`src/rtl/otn_serial_rx.sv`:
```
// Serial OTN frame receiver: synchronises the line, hunts for the frame-start pattern,
// delivers frame bytes and, with ARQ enabled, returns a serial ACK symbol train.
module otn_serial_rx #(
  parameter int          SYNC_STAGES    = 2,
  parameter int          FAS_BYTES      = 6,
  parameter logic [63:0] FAS_PATTERN    = 64'h0000F6F6F6282828,
  parameter int          FRAME_BYTES    = 4158,
  parameter int          ACK_BIT_CYCLES = 1,
  parameter int          ACK_TIMEOUT    = 1024
) (
  input  logic        i_clk,
  input  logic        i_rst,
  input  logic        i_otn_tx_data,
  input  logic        i_arq_en,
  input  logic        i_arq_en_valid,
  input  logic        i_crc_err,
  input  logic        i_crc_err_valid,
  output logic [7:0]  o_data,
  output logic        o_data_valid,
  output logic        o_sof,
  output logic        o_eof,
  output logic        o_flush,
  output logic        o_otn_rx_ack,
  output logic [15:0] o_frame_cnt,
  output logic [15:0] o_err_cnt
);
  typedef enum logic [2:0] {HUNT, VERIFY, CAPTURE, WAIT_CRC, ACK} state_t;

  localparam logic [2:0]  LAST_PAT  = 3'(FAS_BYTES - 1);
  localparam logic [15:0] LAST_BYTE = 16'(FRAME_BYTES - 1);
  localparam logic [15:0] TMO_LAST  = 16'(ACK_TIMEOUT - 1);
  localparam logic [7:0]  SYM_LAST  = 8'(ACK_BIT_CYCLES - 1);

  state_t                 r_state;
  logic [SYNC_STAGES-1:0] r_sync;
  logic [7:0]             r_win;
  logic [2:0]             r_bit_cnt;
  logic [2:0]             r_pat_idx;
  logic [15:0]            r_byte_idx;
  logic [15:0]            r_timer;
  logic [1:0]             r_sym;
  logic [7:0]             r_sym_cnt;
  logic                   r_result;
  logic                   r_arq;
  logic [7:0]             w_nb;
  logic                   w_bnd;
  logic                   w_ack_bad;

  // Most significant used pattern byte is index 0 (received first).
  function automatic logic [7:0] pat_byte(input logic [2:0] k);
    logic [63:0] sh;
    sh = FAS_PATTERN >> {LAST_PAT - k, 3'b000};
    return sh[7:0];
  endfunction

  function automatic logic [15:0] sat_inc(input logic [15:0] v);
    return (v == 16'hFFFF) ? v : v + 16'd1;
  endfunction

  assign w_nb      = {r_win[6:0], r_sync[SYNC_STAGES-1]};
  assign w_bnd     = (r_bit_cnt == 3'd7);
  assign w_ack_bad = ~(i_crc_err_valid & ~i_crc_err);

  always_ff @(posedge i_clk) begin
    if (i_rst) begin
      r_state      <= HUNT;
      r_sync       <= '0;
      r_win        <= '0;
      r_bit_cnt    <= '0;
      r_pat_idx    <= '0;
      r_byte_idx   <= '0;
      r_timer      <= '0;
      r_sym        <= '0;
      r_sym_cnt    <= '0;
      r_result     <= 1'b0;
      r_arq        <= 1'b0;
      o_data       <= '0;
      o_data_valid <= 1'b0;
      o_sof        <= 1'b0;
      o_eof        <= 1'b0;
      o_flush      <= 1'b0;
      o_otn_rx_ack <= 1'b1;
      o_frame_cnt  <= '0;
      o_err_cnt    <= '0;
    end else begin
      r_sync       <= {r_sync[SYNC_STAGES-2:0], i_otn_tx_data};
      r_win        <= w_nb;
      o_data_valid <= 1'b0;
      o_sof        <= 1'b0;
      o_eof        <= 1'b0;
      o_flush      <= 1'b0;
      if (i_arq_en_valid) r_arq <= i_arq_en;
      case (r_state)
        HUNT: begin
          if (w_nb == pat_byte(3'd0)) begin
            r_state    <= (FAS_BYTES == 1) ? CAPTURE : VERIFY;
            r_bit_cnt  <= '0;
            r_pat_idx  <= 3'd1;
            r_byte_idx <= '0;
          end
        end
        VERIFY: begin
          r_bit_cnt <= r_bit_cnt + 3'd1;
          if (w_bnd) begin
            if (w_nb == pat_byte(r_pat_idx)) begin
              r_pat_idx <= r_pat_idx + 3'd1;
              if (r_pat_idx == LAST_PAT) r_state <= CAPTURE;
            end else begin
              o_flush <= 1'b1;
              r_state <= HUNT;
            end
          end
        end
        CAPTURE: begin
          r_bit_cnt <= r_bit_cnt + 3'd1;
          if (w_bnd) begin
            o_data       <= w_nb;
            o_data_valid <= 1'b1;
            o_sof        <= (r_byte_idx == 16'd0);
            o_eof        <= (r_byte_idx == LAST_BYTE);
            r_byte_idx   <= r_byte_idx + 16'd1;
            if (r_byte_idx == LAST_BYTE) begin
              o_frame_cnt <= sat_inc(o_frame_cnt);
              r_timer     <= '0;
              r_state     <= r_arq ? WAIT_CRC : HUNT;
            end
          end
        end
        WAIT_CRC: begin
          r_timer <= r_timer + 16'd1;
          // A result arriving on the timeout cycle still takes precedence.
          if (i_crc_err_valid || r_timer == TMO_LAST) begin
            r_result     <= ~w_ack_bad;
            r_sym        <= '0;
            r_sym_cnt    <= '0;
            o_otn_rx_ack <= 1'b0;
            r_state      <= ACK;
            if (w_ack_bad) o_err_cnt <= sat_inc(o_err_cnt);
          end
        end
        ACK: begin
          r_sym_cnt <= r_sym_cnt + 8'd1;
          if (r_sym_cnt == SYM_LAST) begin
            r_sym_cnt <= '0;
            r_sym     <= r_sym + 2'd1;
            case (r_sym)
              2'd0:    o_otn_rx_ack <= r_result;
              2'd1:    o_otn_rx_ack <= 1'b0;
              2'd2:    o_otn_rx_ack <= 1'b1;
              default: begin
                o_otn_rx_ack <= 1'b1;
                r_state      <= HUNT;
              end
            endcase
          end
        end
        default: r_state <= HUNT;
      endcase
    end
  end
endmodule

```
`config.mk`:
```
export PLATFORM = sky130hd
export DESIGN_NAME = otn_serial_rx
export DESIGN_NICKNAME = d
export VERILOG_FILES = /design/src/rtl/otn_serial_rx.sv
export SDC_FILE = /design/constraint.sdc
export NUM_CORES = 1
export LEC_CHECK = 0
export CAP_MARGIN = 40
export CORE_MARGIN = 4
export CORE_UTILIZATION = 60
export CTS_BUF_LIST = sky130_fd_sc_hd__clkbuf_2 sky130_fd_sc_hd__clkbuf_4 sky130_fd_sc_hd__clkbuf_8
export DETAILED_ROUTE_END_ITERATION = 8
export PLACE_DENSITY_LB_ADDON = 0.05
export SLEW_MARGIN = 40
export SYNTH_ARGS = -nofsm -noshare
export SYNTH_HDL_FRONTEND = slang
export SYNTH_SLANG_ARGS = --single-unit
```
`constraint.sdc`:
```
create_clock -name i_clk -period 3.7 [get_ports i_clk]
set_clock_uncertainty 0.1 [all_clocks]
set_input_delay 0.925 -clock i_clk [delete_from_list [all_inputs] [get_ports i_clk]]
set_output_delay 0.925 -clock i_clk [all_outputs]
set_load 0.005 [all_outputs]
```
* Yosys cells after proc, flatten, opt, wreduce, memory -nomap -nowiden
Cells that the tools add are included.
** Cells by class
- $add $sub $neg :: 9
- Equal/unequal tests :: 23
- Shifts and indexed selects :: 1
- Multiplexer cells :: 34
- Bitwise operators :: 8
- Reduce and logical (&&, ||, !) cells :: 26
** Operator list (number)
- adder 16 x 1 -> 16 bit, second input constant :: 4
- two-way mux 16 bit :: 4
- one-hot mux 16 bit (2 select lines) :: 2
- >> shifter 48 x 6 -> 8 bit, first input constant :: 1
- two-way mux 3 bit :: 12
- == test 16 bit, second input constant :: 2
- == test 16 x 10 -> 1 bit, second input constant :: 1
- == test 16 x 13 -> 1 bit, second input constant :: 1
- zero test 16 bit :: 1
- two-way mux 8 bit :: 2
- inequality test 2 bit, second input constant :: 8
- one-hot mux 8 bit (2 select lines) :: 1
- one-hot mux 3 bit (5 select lines) :: 1
- one-hot mux 3 bit (2 select lines) :: 2
- AND reduction 4 bit :: 3
- nonzero test 2 bit :: 5
- == test 3 bit, second input constant :: 3
- AND reduction 3 bit :: 3
- OR reduction 3 bit :: 3
- adder 8 x 1 -> 8 bit, second input constant :: 1
- == test 8 bit :: 1
- == test 8 bit, second input constant :: 1
- zero test 8 bit :: 1
- AND reduction 2 bit :: 4
- 19 further kinds :: 34
** Word-level totals
- Flip-flop bits (word level) :: 107
- Bits of input ports :: 7
- Output and inout port bits :: 45
- Word-level logic and storage cells :: 120

* Depth between registers and ports, before layout
- Word-level depth :: 6
- Mapped depth :: 10
- Gate-level depth less buffers :: 7

* Worst setup path before layout
Ideal clock, no wire load.
- Path kind :: flip-flop to flip-flop
- Start :: reg r_pat_idx[1]
- End :: reg r_state[0]
- Setup time :: 0.123 ns
- Data arrival time :: 2.086 ns
- Required time :: 3.477 ns
- Setup slack :: 1.391 ns
- Stages on the path, launching flop included :: 8
- Path buffers :: 0
- Period minus slack after synthesis :: 2.309 ns
- Cell sequence :: dfxtp_1 -> inv_1 -> ha_1 -> or2_2 -> a211o_1 -> a211oi_2 -> nor4_4 -> mux2_1
** Between the ends
- Word-level cells in the longest chain between the ends :: 6
- Elaborated cells on any way between the ends :: 9
- Classes of those cells :: add/sub: 1; eq/ne: 3; shift: 1; mux: 3; reduce/logical: 1
** Ends and longest elaborated chain
- start: declaration :: line 38 : logic [2:0] r_pat_idx;
- start signal: assignment :: line 106 : r_pat_idx <= r_pat_idx + 3'd1;
- subtractor 3 bit :: line 52 : sh = FAS_PATTERN >> {LAST_PAT - k, 3'b000};
- >> shifter 48 x 6 -> 8 bit :: line 52
- == test 8 bit :: line 105 : if (w_nb == pat_byte(r_pat_idx)) begin
- two-way mux 3 bit :: line 105
- two-way mux 3 bit :: line 104 : if (w_bnd) begin
- one-hot mux 3 bit (5 select lines) :: line 93 : case (r_state)
- end signal: assignment :: line 96 : r_state <= (FAS_BYTES == 1) ? CAPTURE : VERIFY;
- end signal: assignment :: line 125 : r_state <= r_arq ? WAIT_CRC : HUNT;
- end: declaration :: line 34 : state_t r_state;
Parallel ways exist; a longest one is shown, timed or not. The select of a mux whose other input is x is not followed.
A chain may end at the register's enable or synchronous reset.

* Final worst setup path
- Start :: reg r_bit_cnt[0]
- End :: reg o_frame_cnt[7]
** Between the ends
- Word-level cells in the longest chain between the ends :: 2
** Ends and longest elaborated chain
- start: declaration :: line 37 : logic [2:0] r_bit_cnt;
- start signal: assignment :: line 103 : r_bit_cnt <= r_bit_cnt + 3'd1;
- start signal: assignment :: line 115 : r_bit_cnt <= r_bit_cnt + 3'd1;
- == test 3 bit :: line 61 : assign w_bnd = (r_bit_cnt == 3'd7);
- via w_bnd :: line 46 : logic w_bnd;
- AND reduction 4 bit (no line)
- end signal: assignment :: line 123 : o_frame_cnt <= sat_inc(o_frame_cnt);
- end: declaration :: line 24 : output logic [15:0] o_frame_cnt,
The timed path passes the listed nets, and every way through them passes these cells.

==> results.tsv <==
metric	value	unit
drt_wl_total	11700	um
cts_root_buf	clkbuf_8	
die_w	102	um
seq_power_share	57.8	%
grt_overflow	0	
cts_resized	0	
netlist_area	5340	sq um
drt_first_iter_violations	246	
critPathTopFamily	simple AND/OR/NAND/NOR gates	
slowest_delay	0.50	ns
min_period	2.65	ns
timing.rr.end	o_frame_cnt[7]	
dr.pass1.iters	5	
synth_area_leaders	dfxtp_1 (40%), a21oi_1 (6.0%), ha_1 (4.2%)	
clockPowerShare	38.5	%
post-cts-setup-buffers	0	
maxCapViolCount	0	
clk_pin_slew	0.10	ns
outcome	complete, no violations	
clock_path_buffers	2	
path_buf_inv	0	
power.switching	0.438	mW
internal_power	1.58	mW
path_cells	ha_1 -> ha_1 -> nand3b_2 -> or2_0 -> a311o_1 -> or4_1 -> a21oi_1	
holdBufCountCts	0	
synth-seq-area-share	40.1	%
power_density	329	nW/um^2
min_to	r_sync[1]	
holdCritStartpoint	r_sync[0]	
synth_fa_ha_area_share	4.22	%
dp_hpwl	8030	um
sw_frac_of_total	21.7	%
max_freq	378	MHz
num-nets-final	694	
cts_htree_levels	3	
ios	52	
yosysMostFrequentCell	dfxtp_1	
num_rows	34	
critPathCaptureType	flop	
slew_headroom	48.9	%
synth_edf_count	0	
final_max_slew_viol_count	0	
clkSinkCount	107	
synth_mux_area_share	1.57	%
cp_common_cell	ha_1	
grt_pass1_wl	19900	um
critPathRequiredTime	3.90	ns
gp_congestion	0.858	
synth_compound_gate_area_share	17.4	%
power_frac_comb	3.8	%
tritoncts	yes	
yosys_most_used_dff	dfxtp_1	
grt_max_degree	83	
synth_cell_types	66	
drive_gt1_share	6.39	%
syn_area_per_cell	8.44	sq um
ys_warn_count	0	
startpoint_type	flop	
yosys.area_share.simple	29.4	%
leakagePower	1.98	nW
finalPower	2.02	mW
arrival	2.85	ns
syn_to_final_growth	14.9	%
ant_nets	0	
dieArea	10500	sq um
hold_class	reg2reg	
clk_latency	0.36	ns
port_buffers	51	
criticalPathCategory	reg2reg	
syn_nets	657	
synth-seq-cells	107	
grt_pass1_vias	4484	
r2r_setup_slack	1.05	ns
tns	0	ns
syn_inst	632	
final_hold_viol_count	0	
grt.total_usage	23.0	%
rr_worst_depth	7	
rsz0062_at_grt	no	
antennaDiodeCount	0	
drc	0	
synth_common_cells	dfxtp_1 (107), a21oi_1 (64), nor2_1 (53)	
cts_buffers	9	
async_flop_share	0	%
r2r_start	r_bit_cnt[0]	
fin_crit_sh	71.6	%
antenna_found_initial	0	
ir_drop	0.000197	V
holdPathStages	1	
synth_top_cell_by_area	dfxtp_1	
critPathSlowestCell	a311o_1	
die_h	102	um
vias	4805	
synth_xor_area_share	2.95	%
crit_path_max_fanout	10	
synth_top_area_share	40.1	%
worst_pin_slew	0.765	ns
initial_core_util	61.5	%
final-setup-viol-count	0	
vias_per_cell	6.15	
core	8680	sq um
wl_per_cell	14.9	um
synth_top_family_by_area	simple AND/OR/NAND/NOR gates	
registers in the layout, indices dropped and copies added, names as in the netlist, 3 cells and up:
signal,cells
o_data,8
r_state,3
o_err_cnt,16
r_pat_idx,3
r_bit_cnt,3
r_byte_idx,16
r_sym_cnt,8
r_win,7
r_timer,16
o_frame_cnt,16
placed cells by master, fill, tap and decap left out, drive strengths merged, types with 13 or more instances in the layout:
cell type | netlist | final
dfxtp | 107 | 107
a21oi | 65 | 65
nor2 | 53 | 53
nand2 | 51 | 51
clkdlybuf4s50 | 0 | 50
o21ai | 29 | 29
inv | 27 | 27
nand3 | 25 | 25
or3 | 24 | 24
nand4 | 23 | 23
or4 | 21 | 21
o31ai | 20 | 20
ha | 18 | 18
xor2 | 15 | 15
nor2b | 13 | 13
cell families (layout without fill, tap and decap cells):
logic type | count (synthesis) | in the layout
AO/OA/AOI/OAI | 147 | 147
buffers and inverters | 58 | 99
adder cells (fa/ha/maj) | 18 | 18
XOR/XNOR | 18 | 18
flip-flops | 107 | 107
AND/OR/NAND/NOR | 276 | 276
multiplexers | 8 | 8
metal layers:
metal / global-route usage, % / vias up / wire [um]
met2: 40.1 / 72 / 5780
met4: 6.56 / 0 / 122
met1: 29.2 / 2331 / 5450
met3: 3.96 / 13 / 312
li1: - / 2389 / -
met5: 0 / - / 0
stage by stage:
step	worst slack [ns]	hold WS, ns	instance area, sq um	util [%]	instances
floorplan	1.39	0.314	5340	-	632
global placement	0.813	0.325	5900	68.0	766
CTS	1.03	0.357	6120	70.6	781
detailed placement	0.719	0.323	5910	68.1	766
finish	1.05	0.352	6130	70.7	781
global route	0.901	0.383	6130	70.7	781
power by group through the flow:
stage / Sequential [mW] / Clock (mW) / Combinational, mW
2_1_floorplan: 1.19 / 0 / 0.0585
3_3_place_gp: 1.19 / 0 / 0.0722
3_5_place_dp: 1.19 / 0 / 0.0749
4_1_cts: 1.17 / 0.792 / 0.0754
5_1_grt: 1.17 / 0.843 / 0.0824
6_report: 1.17 / 0.776 / 0.0763
worst max path at each step:
stage	cells after the start	end	from	slack (ns)
2_1_floorplan	7	r_state[0]	r_pat_idx[1]	1.39
5_1_grt	6	o_err_cnt[13]	r_timer[0]	0.90
3_3_place_gp	5	o_err_cnt[13]	i_crc_err_valid	0.81
4_1_cts	6	r_timer[15]	r_byte_idx[0]	1.03
3_5_place_dp	5	o_err_cnt[9]	i_crc_err_valid	0.72
6_report	7	o_frame_cnt[7]	r_bit_cnt[0]	1.05
cell type report:
cell class | instances | area [sq um]
inverter | 27 | 101
sequential | 107 | 2140
multi-input combinational | 467 | 2980
fill | 748 | 2550
clock inverter | 4 | 76.3
timing repair buffer | 57 | 554
tap | 108 | 135
clock buffer | 11 | 139
Power figures use the tool's default switching activity.
